### src/rtl/rc5_pkg.sv
// Shared constants, FSM state type and rotate helper for the RC5-32/12/16 key expansion.
package rc5_pkg;

    localparam int unsigned W      = 32;
    localparam int unsigned U      = 4;
    localparam int unsigned B      = 16;
    localparam int unsigned R      = 12;
    localparam int unsigned T      = 2 * (R + 1);
    localparam int unsigned C      = B / U;
    localparam int unsigned MIX_N  = 3 * T;

    localparam logic [W-1:0] QW = 32'h9E3779B9;
    localparam logic [W-1:0] PW = 32'hB7E15163;

    localparam int unsigned TAW = $clog2(T);
    localparam int unsigned BAW = $clog2(B);
    localparam int unsigned CAW = $clog2(C);
    localparam int unsigned KW  = $clog2(MIX_N);

    typedef enum logic [2:0] {
        StIdle,
        StLoadL,
        StInitS,
        StMix,
        StDone
    } state_e;

    // Rotate left by the low 5 bits; the doubled word makes an amount of 0 a no-op.
    function automatic logic [W-1:0] rotl(input logic [W-1:0] x, input logic [4:0] n);
        logic [2*W-1:0] t;
        t = {x, x} << n;
        return t[2*W-1:W];
    endfunction

endpackage

### src/rtl/ram_block.sv
// Simple RAM: combinational read, synchronous write, array never reset.
module ram_block #(
    parameter int unsigned Width = 32,
    parameter int unsigned Depth = 16,
    parameter int unsigned AddrW = $clog2(Depth)
) (
    input  logic             i_clk,
    input  logic             i_we,
    input  logic [AddrW-1:0] i_waddr,
    input  logic [Width-1:0] i_wdata,
    input  logic [AddrW-1:0] i_raddr,
    output logic [Width-1:0] o_rdata
);

    logic [Width-1:0] ram [Depth];

    always_ff @(posedge i_clk) begin
        if (i_we) begin
            ram[i_waddr] <= i_wdata;
        end
    end

    assign o_rdata = ram[i_raddr];

endmodule

### src/rtl/hola.sv
// RC5-32/12/16 key-expansion engine: packs key bytes into L, builds S from the magic
// constants, then runs the 78-step mixing loop, leaving the schedule in S_RAM.
module hola
    import rc5_pkg::*;
(
    input  logic clk,
    input  logic rst,
    output logic done
);

    state_e         r_state, w_state_nxt;
    logic [TAW-1:0] r_i, w_i_nxt;
    logic [CAW-1:0] r_j, w_j_nxt;
    logic [KW-1:0]  r_k, w_k_nxt;
    logic [W-1:0]   r_a, w_a_nxt;
    logic [W-1:0]   r_b, w_b_nxt;

    logic [7:0]     w_key_rdata;
    logic [W-1:0]   w_l_rdata, w_s_rdata;
    logic [CAW-1:0] w_l_raddr, w_l_waddr;
    logic [TAW-1:0] w_s_raddr;
    logic [W-1:0]   w_l_wdata, w_s_wdata;
    logic           w_l_we, w_s_we;
    logic [W-1:0]   w_mix_a, w_mix_b, w_sum_ab;

    ram_block #(.Width(8), .Depth(B)) key_RAM (
        .i_clk   (clk),
        .i_we    (1'b0),
        .i_waddr ('0),
        .i_wdata ('0),
        .i_raddr (r_i[BAW-1:0]),
        .o_rdata (w_key_rdata)
    );

    ram_block #(.Width(W), .Depth(C)) L_RAM (
        .i_clk   (clk),
        .i_we    (w_l_we),
        .i_waddr (w_l_waddr),
        .i_wdata (w_l_wdata),
        .i_raddr (w_l_raddr),
        .o_rdata (w_l_rdata)
    );

    ram_block #(.Width(W), .Depth(T)) S_RAM (
        .i_clk   (clk),
        .i_we    (w_s_we),
        .i_waddr (r_i),
        .i_wdata (w_s_wdata),
        .i_raddr (w_s_raddr),
        .o_rdata (w_s_rdata)
    );

    // During LOAD_L the key index also selects the L word (i/4).
    assign w_l_raddr = (r_state == StMix) ? r_j : r_i[BAW-1:BAW-CAW];
    assign w_s_raddr = (r_state == StInitS) ? r_i - TAW'(1) : r_i;

    assign w_mix_a  = rotl(w_s_rdata + r_a + r_b, 5'd3);
    assign w_sum_ab = w_mix_a + r_b;
    assign w_mix_b  = rotl(w_l_rdata + w_sum_ab, w_sum_ab[4:0]);

    assign done = (r_state == StDone);

    always_ff @(posedge clk) begin
        if (rst) begin
            r_state <= StIdle;
            r_i     <= '0;
            r_j     <= '0;
            r_k     <= '0;
            r_a     <= '0;
            r_b     <= '0;
        end else begin
            r_state <= w_state_nxt;
            r_i     <= w_i_nxt;
            r_j     <= w_j_nxt;
            r_k     <= w_k_nxt;
            r_a     <= w_a_nxt;
            r_b     <= w_b_nxt;
        end
    end

    always_comb begin
        w_state_nxt = r_state;
        w_i_nxt     = r_i;
        w_j_nxt     = r_j;
        w_k_nxt     = r_k;
        w_a_nxt     = r_a;
        w_b_nxt     = r_b;
        w_l_we      = 1'b0;
        w_l_waddr   = r_i[BAW-1:BAW-CAW];
        w_l_wdata   = (w_l_rdata << 8) + W'(w_key_rdata);
        w_s_we      = 1'b0;
        w_s_wdata   = w_s_rdata + QW;

        unique case (r_state)
            StIdle: begin
                w_state_nxt = StLoadL;
                w_i_nxt     = TAW'(B - 1);
            end
            StLoadL: begin
                w_l_we = 1'b1;
                if (r_i == '0) begin
                    w_state_nxt = StInitS;
                    w_i_nxt     = TAW'(1);
                end else begin
                    w_i_nxt = r_i - TAW'(1);
                end
            end
            StInitS: begin
                w_s_we = 1'b1;
                if (r_i == TAW'(T - 1)) begin
                    w_state_nxt = StMix;
                    w_i_nxt     = '0;
                end else begin
                    w_i_nxt = r_i + TAW'(1);
                end
            end
            StMix: begin
                w_s_we    = 1'b1;
                w_s_wdata = w_mix_a;
                w_l_we    = 1'b1;
                w_l_waddr = r_j;
                w_l_wdata = w_mix_b;
                w_a_nxt   = w_mix_a;
                w_b_nxt   = w_mix_b;
                w_i_nxt   = (r_i == TAW'(T - 1)) ? '0 : r_i + TAW'(1);
                w_j_nxt   = r_j + CAW'(1);
                w_k_nxt   = r_k + KW'(1);
                if (r_k == KW'(MIX_N - 1)) begin
                    w_state_nxt = StDone;
                end
            end
            StDone: begin
            end
            default: begin
                w_state_nxt = StIdle;
            end
        endcase
    end

endmodule

### config.mk
export PLATFORM = sky130hd
export DESIGN_NAME = hola
export DESIGN_NICKNAME = d
export VERILOG_FILES = /design/src/rtl/rc5_pkg.sv /design/src/rtl/ram_block.sv /design/src/rtl/hola.sv
export SDC_FILE = /design/constraint.sdc
export NUM_CORES = 1
export LEC_CHECK = 0
export CAP_MARGIN = 20
export CORE_MARGIN = 2
export CORE_UTILIZATION = 60
export DETAILED_ROUTE_END_ITERATION = 6
export DONT_BUFFER_PORTS = 1
export GPL_TIMING_DRIVEN = 0
export HOLD_SLACK_MARGIN = 0.12
export PLACE_DENSITY = 0.76
export SYNTH_ARGS = -nofsm -noshare
export SYNTH_HDL_FRONTEND = slang
export SYNTH_HIERARCHICAL = 1
export SYNTH_SLANG_ARGS = --single-unit
### constraint.sdc
create_clock -name clk -period 2.21 [get_ports clk]
set_clock_uncertainty 0.2 [all_clocks]
set_input_delay 0.1105 -clock clk [delete_from_list [all_inputs] [get_ports clk]]
set_output_delay 0.1105 -clock clk [all_outputs]
set_load 0.005 [all_outputs]
After elaboration in Yosys (flattened, before gate mapping)
Index checks and enable logic that the tools add are counted.
{ "classes": {"eq_ne": 9, "n_reduce_logical": 5, "add_sub_neg": 3, "n_bitwise": 1, "mux": 7} }
{ "ops": {"columns": ["operator", "n"], "rows": [
  ["$pmux W3 S5", 1],
  ["$pmux W5 S3", 1],
  ["$mux W5", 2],
  ["$mux W3", 3],
  ["$add A7 B1 Y7 const B", 1],
  ["$eq A7 B7 Y1 const B", 1],
  ["$eq A3 B2 Y1 const B", 2],
  ["$add A5 B1 Y5 const B", 1],
  ["$eq A5 B5 Y1 const B", 1],
  ["$logic_not A5 Y1", 1],
  ["$sub A5 B1 Y5 const B", 1],
  ["$ne A2 B1 Y1 const B", 2],
  ["$reduce_and A4 Y1", 1],
  ["$eq A3 B1 Y1 const B", 1],
  ["$eq A3 B3 Y1 const B", 1],
  ["$logic_not A3 Y1", 1],
  ["$reduce_bool A3 Y1", 1],
  ["$ne A2 B2 Y1 const B", 1],
  ["$reduce_or A2 Y1", 1],
  ["$not A1 Y1", 1]
]} }
{ "totals": {"out_inout_bits": 1, "reg_bits": 15} }

Depth between registers and ports, before layout
{ "logic_depth": {"depth_word": 3, "depth_mapped": 6} }

Least setup slack after synthesis
No wires, ideal clock.
{ "synth_path": {"path_type": "reg-to-reg", "from": "reg r_i[0]", "to": "reg r_state[1]", "path_stages_with_launch": 6, "path_slack_ps": 340, "arrival_ps": 1591, "setup_time_ps": 80, "path_buffers": 0, "t_required_ps": 1930, "cell_sequence": "dfxtp_1 -> inv_1 -> ha_1 -> or4b_4 -> or3_1 -> a211oi_2"} }
{ "synth_between": {"elab_chain_len": 3, "word_cells_on_any_way": 5, "cone_classes": "3 x eq/ne; 2 x reduce/logical"} }
{ "synth_rtl": {"columns": ["item", "line", "text"], "rows": [
  ["start: declaration", "hola.sv:12", "logic [TAW-1:0] r_i, w_i_nxt;"],
  ["start signal: assignment", "hola.sv:73", "r_i <= w_i_nxt;"],
  ["$eq A5 B5 Y1 / $logic_not A5 Y1 (equally long branches)", "hola.sv:110, hola.sv:101", null],
  ["$ne A2 B1 Y1 (no source line) / $ne A2 B2 Y1 (equally long branches)", null, null],
  ["$reduce_and A4 Y1 (no source line) *", null, null],
  ["end signal: assignment", "hola.sv:65", "r_state <= StIdle;"],
  ["end signal: assignment", "hola.sv:72", "r_state <= w_state_nxt;"],
  ["end: declaration", "hola.sv:11", "state_e r_state, w_state_nxt;"]
]} }
Every way passes the cells marked *; elsewhere a longest branch is shown, timed or not.
A chain may end at the register's enable or synchronous reset.

Worst setup path in the final report
Ends and elaborated chain as after synthesis.

==> results.toml <==
[outcome]
outcome = "finished, final reports clean"

[global_routing]
grt_start_max_net_pins = 11
antenna_found_initial = 0
overflow = 0
grt.total_usage_pct = 23.9
grt_pass1_wl_um = 3430
grt_pass1_vias = 792

[worst_setup_path]
cp-end-kind = "register"
start_kind = "register"
cp_max_fo = 7
path_class = "register to register"
critPathRequiredTime_ns = 2.22
crit_arrival_ns = 2.08

[final_layout]
syn_to_final_growth_pct = 6.15
antenna-diode-count = 0
drive_gt1_share_pct = 7.69
layout.cells.non_filler = 133
final_nets = 126
mostFrequentLayoutCells = "15 x dfxtp_1, 11 x nor2_1, 8 x inv_1"
final_common_cell = "dfxtp_1"
fill_cells = 141
fin_area_um2 = 972

[clock_network]
tritoncts.num_buffers = 3
cts_resized = 0
clk_pin_slew_ns = 0.09
cts_hold_buf = 1
cts_sinks = 15
clock_latency_ns = 0.28
root_buffer = "clkbuf_4"
cts_tree = "done"
cts_setup_buffers = 0
h-tree-depth = 1
cts_buffer_depth = 2

[yosys]
syn_area_um2 = 916
yosysWarnings = 6
mappedNetlistNets = 120
synth.largest_area_cell = "dfxtp_1"
synth_top_area_share_pct = 32.8
synth_flop_cell = "dfxtp_1"
synth_edf_count = 0
synth_area_leaders = "dfxtp_1 33%, ha_1 8.2%, nor2_1 4.5%"
yosysUniqueCellTypes = 37
postSynthCellCount = 112
synth_seq_area_share_pct = 32.8
synth.avg_cell_area_um2 = 8.18
ys_async_sr_fraction_pct = 0
ys_seq_elements = 15

[sta]
relSlewSlack_pct = 69.3
fmax_mhz = 482
fin_tns_setup_ns = 0
rsz0062_at_grt = "no"
worst_pin_slew_ns = 0.460
drv_slew = 0
hold_violations = 0
final-setup-viol-count = 0
min_period_ns = 2.07
finalCritPeriodShare_pct = 93.9
holdWs_ns = 0.327

[detailed_routing]
wl_met3_um = 26
routed_wl_um = 1880
vias_per_cell = 6.03
wl_met2_um = 955
drc = 0
routed-via-count = 802
highest_layer = "met4"
wl_met1_um = 886
drtIter0Drc = 14
first_pass_iters = 4
wl_per_cell_um = 14.2
ant_nets = 0

[pwr]
cellPowerDensity_nw_per_um2 = 631
peakVddDrop_mv = 0.400
leakagePower_uw = 0.000359

[flow_run]
cap_violations = 0

[floorplanning]
fp-row-count = 14
start_util_pct = 62.2
floorplan.core_area_um2 = 1470
num_io_pins = 3
fp.dieArea_um2 = 1860
fp.dieH_um = 43.1
die_x_um = 43.1

[placed_design]
place_area_um2 = 936
dp_hpwl_um = 1360
gp_congestion = 0.805
io_buffers = 0
placedCellCount = 128

[worst_hold_path]
worstHoldPathType = "register to register"
-- worst paths after layout --
check                                 end                start  slack [ns]  cells past startpoint
setup / recovery  r_state[1]$_SDFFE_PP0P_  r_i[0]$_SDFFE_PP0P_        0.14                      5
hold / removal        r_k[4]$_SDFFE_PP0P_  r_k[4]$_SDFFE_PP0P_        0.33                      2
setup reg to reg  r_state[1]$_SDFFE_PP0P_  r_i[0]$_SDFFE_PP0P_        0.14                      5
hold reg to reg       r_k[4]$_SDFFE_PP0P_  r_k[4]$_SDFFE_PP0P_        0.33                      2
-- registers in the layout, indices dropped and copies added (netlist names) --
name / flops
r_i: 5
r_state: 3
r_k: 7
-- layout make-up --
type                            instances  area [um^2]  area share, %
Buffer                                  8         38.8           3.99
Clock buffer                            4         26.3           2.70
Inverter                                8         30.0           3.09
Multi-Input combinational cell         81          547           56.2
Sequential cell                        15          300           30.9
Tap cell                               16         20.0           2.06
Timing Repair Buffer                    1         10.0           1.03
-- logic make-up (layout without fill, tap and decap cells) --
kind of cell | after synthesis | count (layout) | synth area share [%]
buf+inv | 16 | 21 | 7.51
mux | 1 | 1 | 1.23
flops | 15 | 15 | 32.8
fa+ha+maj | 6 | 6 | 8.20
compound gates | 28 | 28 | 20.1
xor+xnor | 5 | 5 | 4.78
simple gates | 41 | 41 | 25.4
-- cell usage after synthesis (2+ instances only) --
master and n:
clkbuf_1 6, xnor2_1 2, nand2_1 7, o21ai_0 5, nor4b_1 2, a31oi_1 5
nand3_1 2, nor3b_1 2, or3_1 2, ha_1 6, a21oi_1 7, nand4_1 2
xor2_1 3, nor2_1 11, nand4b_1 2, nor3_1 3, a211oi_1 3, nand2b_1 2
dfxtp_1 15, inv_1 8
-- through the flow --
step	setup WS [ns]	total power, uW	utilization [%]
after global placement	0.175	451	63.6
after detailed placement	0.169	458	63.6
final	0.136	613	66.1
after floorplan	0.340	427	-
after global routing	0.0426	650	66.1
after CTS	0.145	613	66.1
-- worst max-delay path, stage by stage (launching register included) --
cell and delay, ns:
dfxtp_1 0.39, inv_1 0.16, ha_1 0.24, or4b_4 0.50, or3_1 0.34, a211oi_2 0.17
-- where the power goes --
part / internal, uW / leakage [uW] / switching (uW)
Combinational: 65.5 / 0.000221 / 84.1
Sequential: 288 / 0.000123 / 17.8
Clock: 70.1 / 0.0000150 / 87.7
Total: 423 / 0.000359 / 190
-- layer usage --
metal / GRT usage (%) / vias up
li1: - / 414
met1: 31.2 / 381
met2: 41.2 / 5
met3: 3.83 / 2
met4: 5.45 / 0
met5: 0 / -
Note: power is estimated with default switching activity, not from simulation.
